## src/rtl/sorted_stream_reader.sv

```systemverilog
// Drains a sorted sample buffer from RAM addresses 0..numSamples-1 into a valid/ready stream.
// Optional ordering monitor enabled by defining SORTED_STREAM_ORDER_CHECK_EN.
module sorted_stream_reader #(
  parameter int DATA_WIDTH     = 32,
  parameter int MEM_ADDR_WIDTH = 16
) (
  input  logic                      clk,
  input  logic                      rst,
  input  logic                      start,
  input  logic [MEM_ADDR_WIDTH:0]   numSamples,
  output logic                      rdEn,
  output logic [MEM_ADDR_WIDTH-1:0] rdAddr,
  input  logic [DATA_WIDTH-1:0]     rdData,
  output logic [DATA_WIDTH-1:0]     outData,
  output logic                      outValid,
  input  logic                      outReady,
  output logic                      outLast,
  output logic                      busy,
  output logic                      done,
  output logic                      orderError
);

  localparam int AW    = MEM_ADDR_WIDTH;
  localparam int CW    = MEM_ADDR_WIDTH + 1;
  localparam int DEPTH = 3;
  localparam logic [CW-1:0] MAX_N = CW'(1) << AW;

  typedef enum logic [1:0] {IDLE, READ, DRAIN} state_t;

  state_t                             state_q, state_d;
  logic [1:0]                         vld_pipe;  // [0] read issued this cycle, [1] rdData valid this cycle
  logic [DEPTH-1:0][DATA_WIDTH-1:0]   buf_q, buf_d;
  logic [1:0]                         occ_q, occ_d, wr_idx;
  logic [CW-1:0]                      num_q, issue_q, issue_d, sent_q, sent_d;
  logic [AW-1:0]                      addr_q, addr_d;
  logic                               valid_q, last_q, last_d, busy_q, done_q;
  logic                               start_ok, push, pop, last_hs, issue, space;

  assign start_ok = start && (numSamples != '0) && (numSamples <= MAX_N);
  assign push     = vld_pipe[1];
  assign pop      = valid_q && outReady;
  assign last_hs  = pop && last_q;

  always_ff @(posedge clk or posedge rst) begin
    if (rst) state_q <= IDLE;
    else     state_q <= state_d;
  end

  always_comb begin
    state_d = state_q;
    case (state_q)
      IDLE:    if (start_ok)           state_d = READ;
      READ:    if (issue_q == num_q)   state_d = DRAIN;
      DRAIN:   if (last_hs)            state_d = IDLE;
      default:                         state_d = IDLE;
    endcase
  end

  always_comb begin
    occ_d  = occ_q + 2'(push) - 2'(pop);
    wr_idx = occ_q - 2'(pop);
    buf_d  = buf_q;
    if (pop)
      for (int i = 0; i < DEPTH-1; i++) buf_d[i] = buf_q[i+1];
    if (push)
      for (int i = 0; i < DEPTH; i++)
        if (wr_idx == 2'(i)) buf_d[i] = rdData;

    // Reserve a slot for every read already issued so the buffer cannot overflow.
    space   = (3'(occ_d) + 3'(vld_pipe[0])) < 3'(DEPTH);
    issue   = 1'b0;
    addr_d  = addr_q;
    issue_d = issue_q;
    sent_d  = pop ? sent_q + CW'(1) : sent_q;
    case (state_q)
      IDLE: if (start_ok) begin
        issue   = 1'b1;
        addr_d  = '0;
        issue_d = CW'(1);
        sent_d  = '0;
      end
      READ: if ((issue_q != num_q) && space) begin
        issue   = 1'b1;
        addr_d  = issue_q[AW-1:0];
        issue_d = issue_q + CW'(1);
      end
      default: ;
    endcase
    last_d = (occ_d != 2'd0) && (sent_d == num_q - CW'(1));
  end

  always_ff @(posedge clk or posedge rst) begin
    if (rst) begin
      vld_pipe <= '0;
      buf_q    <= '0;
      occ_q    <= '0;
      num_q    <= '0;
      issue_q  <= '0;
      sent_q   <= '0;
      addr_q   <= '0;
      valid_q  <= 1'b0;
      last_q   <= 1'b0;
      busy_q   <= 1'b0;
      done_q   <= 1'b0;
    end else begin
      vld_pipe <= {vld_pipe[0], issue};
      buf_q    <= buf_d;
      occ_q    <= occ_d;
      if (state_q == IDLE && start_ok) num_q <= numSamples;
      issue_q  <= issue_d;
      sent_q   <= sent_d;
      addr_q   <= addr_d;
      valid_q  <= occ_d != 2'd0;
      last_q   <= last_d;
      busy_q   <= state_d != IDLE;
      done_q   <= (state_q == DRAIN) && last_hs;
    end
  end

  assign rdEn     = vld_pipe[0];
  assign rdAddr   = addr_q;
  assign outData  = buf_q[0];
  assign outValid = valid_q;
  assign outLast  = last_q;
  assign busy     = busy_q;
  assign done     = done_q;

`ifdef SORTED_STREAM_ORDER_CHECK_EN
  logic [DATA_WIDTH-1:0] prev_q;
  logic                  have_prev_q, err_q;

  always_ff @(posedge clk or posedge rst) begin
    if (rst) begin
      prev_q      <= '0;
      have_prev_q <= 1'b0;
      err_q       <= 1'b0;
    end else if (state_q == IDLE && start_ok) begin
      have_prev_q <= 1'b0;
      err_q       <= 1'b0;
    end else if (pop) begin
      if (have_prev_q && (buf_q[0] < prev_q)) err_q <= 1'b1;
      prev_q      <= buf_q[0];
      have_prev_q <= 1'b1;
    end
  end

  assign orderError = err_q;
`else
  assign orderError = 1'b0;
`endif

endmodule

```

## config.mk

```make
export PLATFORM = sky130hd
export DESIGN_NAME = sorted_stream_reader
export DESIGN_NICKNAME = d
export VERILOG_FILES = /design/src/rtl/sorted_stream_reader.sv
export SDC_FILE = /design/constraint.sdc
export NUM_CORES = 1
export LEC_CHECK = 0
export ABC_AREA = 1
export BUFFER_PORTS_ARGS = -buffer_cell sky130_fd_sc_hd__buf_2
export CAP_MARGIN = 15
export CORE_UTILIZATION = 54
export DETAILED_ROUTE_END_ITERATION = 7
export PLACE_DENSITY_LB_ADDON = 0.15
export SKIP_CTS_REPAIR_TIMING = 1
export SYNTH_ARGS = -nofsm -noshare
export SYNTH_HDL_FRONTEND = slang
export SYNTH_SLANG_ARGS = --single-unit
```

## constraint.sdc

```tcl
create_clock -name clk -period 7 [get_ports clk]
set_input_delay 1.4 -clock clk [delete_from_list [all_inputs] [get_ports clk]]
set_output_delay 1.4 -clock clk [all_outputs]
set_load 0.01 [all_outputs]
```

Yosys cells after proc, flatten, opt, wreduce, memory -nomap -nowiden. Index checks and enable logic that the tools add are counted.

$add $sub $neg: 7. $lt $le $gt $ge: 2. Equal/unequal tests: 9. Muxes and demuxes: 20. Reduce and logical (&&, ||, !) cells: 16.

Operator list (number): two-way mux 64 bit (2); two-way mux 17 bit (5); two-way mux 32 bit (2); adder 17 x 1 -> 17 bit (second input constant) (2); == test 17 bit (2); case mux 17 bit (2 select lines) (1); two-way mux 16 bit (2); case mux 16 bit (2 select lines) (1); less-or-equal comparator 17 bit (second input constant) (1); != test 17 bit (1); nonzero test 17 bit (1); subtractor 17 x 1 -> 17 bit (second input constant) (1); logical AND 1 bit (8); two-way mux 2 bit (3); case mux 2 bit (3 select lines) (1); nonzero test 2 bit (3); == test 2 x 1 -> 1 bit (second input constant) (2); == test 2 bit (second input constant) (2); zero test 2 bit (2); != test 2 bit (second input constant) (2); subtractor 2 x 1 -> 2 bit (2); adder 2 x 1 -> 3 bit (1); < comparator 3 x 2 -> 1 bit (second input constant) (1); AND reduction 3 bit (1); 4 further kinds (5).

Register bits: 173. Output and inout bits: 54.

Logic depth before layout (Yosys ltp).
Depth in word-level cells: 7. Mapped depth: 17. Gate-level depth less buffers: 16.

Worst setup path before layout. OpenSTA, ideal clock, no wires.

Path type: input to register. From: in outReady. To: reg issue_q[16]. Data arrival time: 3.860 ns. Data required time: 6.935 ns. Setup slack: 3.075 ns. Stages: 16. Path buffers: 4. Cell sequence: nand2_2 inv_2 buf_2 buf_2 clkbuf_1 ha_1 inv_1 ha_1 ha_1 ha_1 a21oi_1 nand3_2 nand2_4 buf_6 nand3_1 nand2_1.

Cells in the longest elaborated chain, start to end: 7.

RTL lines: from (decl) (RTL line 16) `input logic outReady,`; logical AND 1 bit (RTL line 41) `assign pop = valid_q && outReady;`; subtractor 2 x 1 -> 2 bit (RTL line 60) `occ_d = occ_q + 2'(push) - 2'(pop);`; net occ_d[0] (RTL line 33) `logic [1:0] occ_q, occ_d, wr_idx;`; adder 2 x 1 -> 3 bit (RTL line 70) `space = (3'(occ_d) + 3'(vld_pipe[0])) < 3'(DEPTH);`; < comparator 3 x 2 -> 1 bit (RTL line 70); logical AND 1 bit (RTL line 82) `READ: if ((issue_q != num_q) && space) begin`; != test 2 bit (no line); AND reduction 3 bit (no line); to (signal assigned) (RTL line 110) `issue_q <= issue_d;`; to (decl) (RTL line 34) `logic [CW-1:0] num_q, issue_q, issue_d, sent_q, sent_d;`.

The timed path passes the listed nets, and every way through them passes these cells. A chain may end at the register's enable or synchronous reset.

Final worst setup path.
From: in outReady. To: reg issue_q[0].

Same word-level chain as after synthesis.

==> metrics.md <==
| Metric | Value |
|---|---|
| Share of layout cells above drive strength 1 | `0.159` |
| Post-synthesis register bit count | `173` |
| Initial DRC Count | `474` |
| Post-Syn Instances | `1180` |
| Initial Utilization | `0.555` |
| Max FO, Critical Path | `68` |
| Post-synth EDFFs | `0` |
| Synth cell types | `43` |
| Die Wd | `133 um` |
| Clk slew on worst S/H paths | `70 ps` |
| Critical Path Start Type | `input port` |
| Final clock skew | `7.34 ps` |
| Mapped cell area | `9240 um2` |
| Async set-or-reset flop fraction in the synthesized netlist | `1.00` |
| TritonCTS clock tree | `done` |
| Max capacitance violation total | `0` |
| HPWL Detailed | `12.7 mm` |
| Placed cell areas | `9570 um2` |
| Clk Latency, worst-skew pair | `440 ps` |
| Reg area | `4330 um2` |
| I/O pins | `107` |
| Multi-input logic area | `3840 um2` |
| Ys Warns | `0` |
| Setup violators final | `0` |
| Overall Global Routing Usage | `0.235` |
| Most used DFF post-synth | `dfrtp_1` |
| Nets | `1280` |
| Setup TNS Final | `0 ps` |
| CP max-delay cell | `nand2_4` |
| Routed WL | `19.4 mm` |
| Worst Path Required | `7350 ps` |
| Reg power frac | `0.380` |
| VDD IR-drop max | `0.562 mV` |
| Fmax achieved | `0.221 GHz` |
| Sequential cell area fraction in the yosys report | `0.469` |
| Mapped Nets | `1240` |
| Vias | `7362` |
| I/O Buffers | `105` |
| Detail Route Antenna Nets | `0` |
| Critical path cell sequence | `buf_2 -> nand2_2 -> buf_4 -> inv_2 -> ha_1 -> inv_1 -> ha_1 -> ha_1 -> ha_1 -> a21oi_1 -> nand3_2 -> nand2_4 -> o21ai_0 -> o21ai_2` |
| Min Tclk post-route | `4520 ps` |
| Via density | `5.07` |
| # diodes | `0` |
| GRT overflow | `0` |
| Status | `completed` |
| Clock network fraction of total power | `0.215` |
| Std-Cell Rows | `47` |
| First-pass GRT wire length | `33.4 mm` |
| Setup crit end kind | `register` |
| Commonest non-fill, non-tap cells in the layout | `nand2_1, dfrtp_1, o21ai_0` |
| Fin crit share | `0.645` |
| Pint | `2440 uW` |
| CTS Sinks | `173` |
| Die Height | `133 um` |
| CORE AREA | `16600 um2` |
| Switch Pwr | `1870 uW` |
| Leak | `0.00524 uW` |
| Largest net degree at the start of global routing | `108` |
| Most used cell, CP | `ha_1` |
| Rel. slew slack | `0.295` |
| Final Hold Fails | `0` |
| Drt wl/cell | `13.3 um` |
| Avg Synthesized Cell Area | `7.83 um2` |
| Buf/Inv on CP | `4` |
| CP Class | `in2reg` |
| GPL Wtd Cong | `0.843` |
| Commonest non-fill, non-tap cell in the layout | `nand2_1` |
| Die Area | `17600 um2` |
| Logic gate share of total power | `0.405` |
| DRC Markers | `0` |
| Post-route cell area | `10100 um2` |
| Number of global-route vias before repair | `6977` |
| Detailed Routing Iterations Pass 1 | `5` |
| Initial antenna violation count | `0` |
| Tightest Pin Transition | `1050 ps` |
| Crit-path max cell delay | `590 ps` |
| CP delay by family, top | `simple AND/OR/NAND/NOR gates` |
| Longest Clk Path Bufs | `2` |
| Worst path arrival time | `4870 ps` |
| Root buf cell | `clkbuf_16` |
| Switching Share | `0.434` |
| Area grow syn2layout | `9.76%` |
| Cts bufs inserted | `17` |
| RSZ-0062 raised after global routing | `no` |
| H-tree depth | `4` |
| Min-Delay Path Class | `reg2reg` |
| Fillers | `1533` |
| PwrDens | `424 nW/um2` |
| Max Slew Vio Count | `0` |
==> flip-flops by register name, indices dropped and copies added (netlist names) <==
| signal | count |
|---|---|
| done | 1 |
| busy | 1 |
| issue_q | 17 |
| buf_q | 64 |
| num_q | 17 |
| outData | 32 |
| occ_q | 2 |
| state_q | 2 |
| rdAddr | 16 |
| outLast | 1 |
| outValid | 1 |
| sent_q | 17 |
| vld_pipe | 2 |
==> synth_stat cells (2+ instances only) <==
library cell / instances / area share
nor3_2: 3 / 0.0032
nor3b_1: 2 / 0.0016
o21bai_1: 2 / 0.0016
xor2_1: 35 / 0.033
nand2_4: 2 / 0.0024
inv_1: 137 / 0.056
buf_1: 2 / 0.00081
ha_1: 7 / 0.0095
buf_6: 6 / 0.0073
o21ai_1: 5 / 0.0027
or2_2: 2 / 0.0014
nor2_4: 5 / 0.0061
nor2_2: 6 / 0.0041
clkbuf_1: 33 / 0.013
nand4_1: 14 / 0.0095
inv_2: 10 / 0.0041
mux2_2: 2 / 0.0024
xnor2_1: 13 / 0.012
nand2_1: 308 / 0.13
nor4_1: 6 / 0.0041
a21oi_1: 17 / 0.0092
nand3_1: 79 / 0.043
a31oi_1: 2 / 0.0014
dfrtp_1: 173 / 0.47
clkbuf_2: 2 / 0.0011
nor3_1: 7 / 0.0038
buf_2: 11 / 0.0060
nor2_1: 65 / 0.026
nand2_2: 6 / 0.0041
o21ai_0: 161 / 0.087
nand3_2: 4 / 0.0043
nand3b_1: 2 / 0.0016
o21ai_2: 7 / 0.0066
buf_4: 35 / 0.028
==> metal layers <==
layer / up-vias / share of wire / GRT usage
met2: 156 / 0.47 / 0.384
met5: - / 0 / 0
met4: 0 / 0.016 / 0.0779
li1: 3769 / - / -
met3: 24 / 0.040 / 0.0364
met1: 3413 / 0.47 / 0.321
==> power groups by stage <==
| stage | clock, uW | sequential, uW | combinational (uW) |
|---|---|---|---|
| global route | 982 | 1680 | 2010 |
| detailed placement | 0 | 1650 | 1750 |
| CTS | 942 | 1640 | 1760 |
| floorplan | 0 | 1590 | 1550 |
| global placement | 0 | 1640 | 1710 |
| finish | 924 | 1640 | 1740 |
==> cell families (layout without fill, tap and decap cells) <==
| family | after synthesis | in the layout | share of synthesized area |
|---|---|---|---|
| and+or+nand+nor | 517 | 517 | 0.247 |
| AOI/OAI and AO/OA | 195 | 195 | 0.110 |
| DFF | 173 | 173 | 0.469 |
| xor gates and xnor gates | 48 | 48 | 0.0455 |
| adders and majority gates | 7 | 7 | 0.00948 |
| buffers and inverters | 237 | 290 | 0.117 |
| muxes | 2 | 2 | 0.00244 |
| other | 1 | 1 | 0.000406 |
==> layout make-up <==
class | count | area share
Sequential cell | 173 | 0.427
Tap cell | 220 | 0.0271
Timing Repair Buffer | 110 | 0.0555
Inverter | 148 | 0.0553
Clock inverter | 15 | 0.0148
Multi-Input combinational cell | 770 | 0.378
Clock buffer | 17 | 0.0419
==> metrics by stage <==
step / setup slack (ps) / hold slack [ps] / total power (uW) / util / instances
4_1_cts: 2540 / 450 / 4340 / 0.609 / 1453
3_3_place_gp: 2080 / 438 / 3360 / 0.575 / 1421
3_5_place_dp: 2090 / 434 / 3400 / 0.575 / 1421
2_1_floorplan: 912 / 440 / 3140 / - / 1180
5_1_grt: 2250 / 458 / 4670 / 0.609 / 1453
6_report: 2480 / 434 / 4300 / 0.609 / 1453
==> final timing paths <==
check,startpoint,end,slack (ps),cells after the start
max,outReady,issue_q[0],2480,14
min,vld_pipe[0],vld_pipe[1],430,0
max reg2reg,outValid,issue_q[0],3140,13
min reg2reg,vld_pipe[0],vld_pipe[1],430,0
max in group asynchronous,rst,buf_q[45],4410,3
min in group asynchronous,rst,buf_q[56],1180,2
Note: power is estimated with default switching activity, not from simulation.
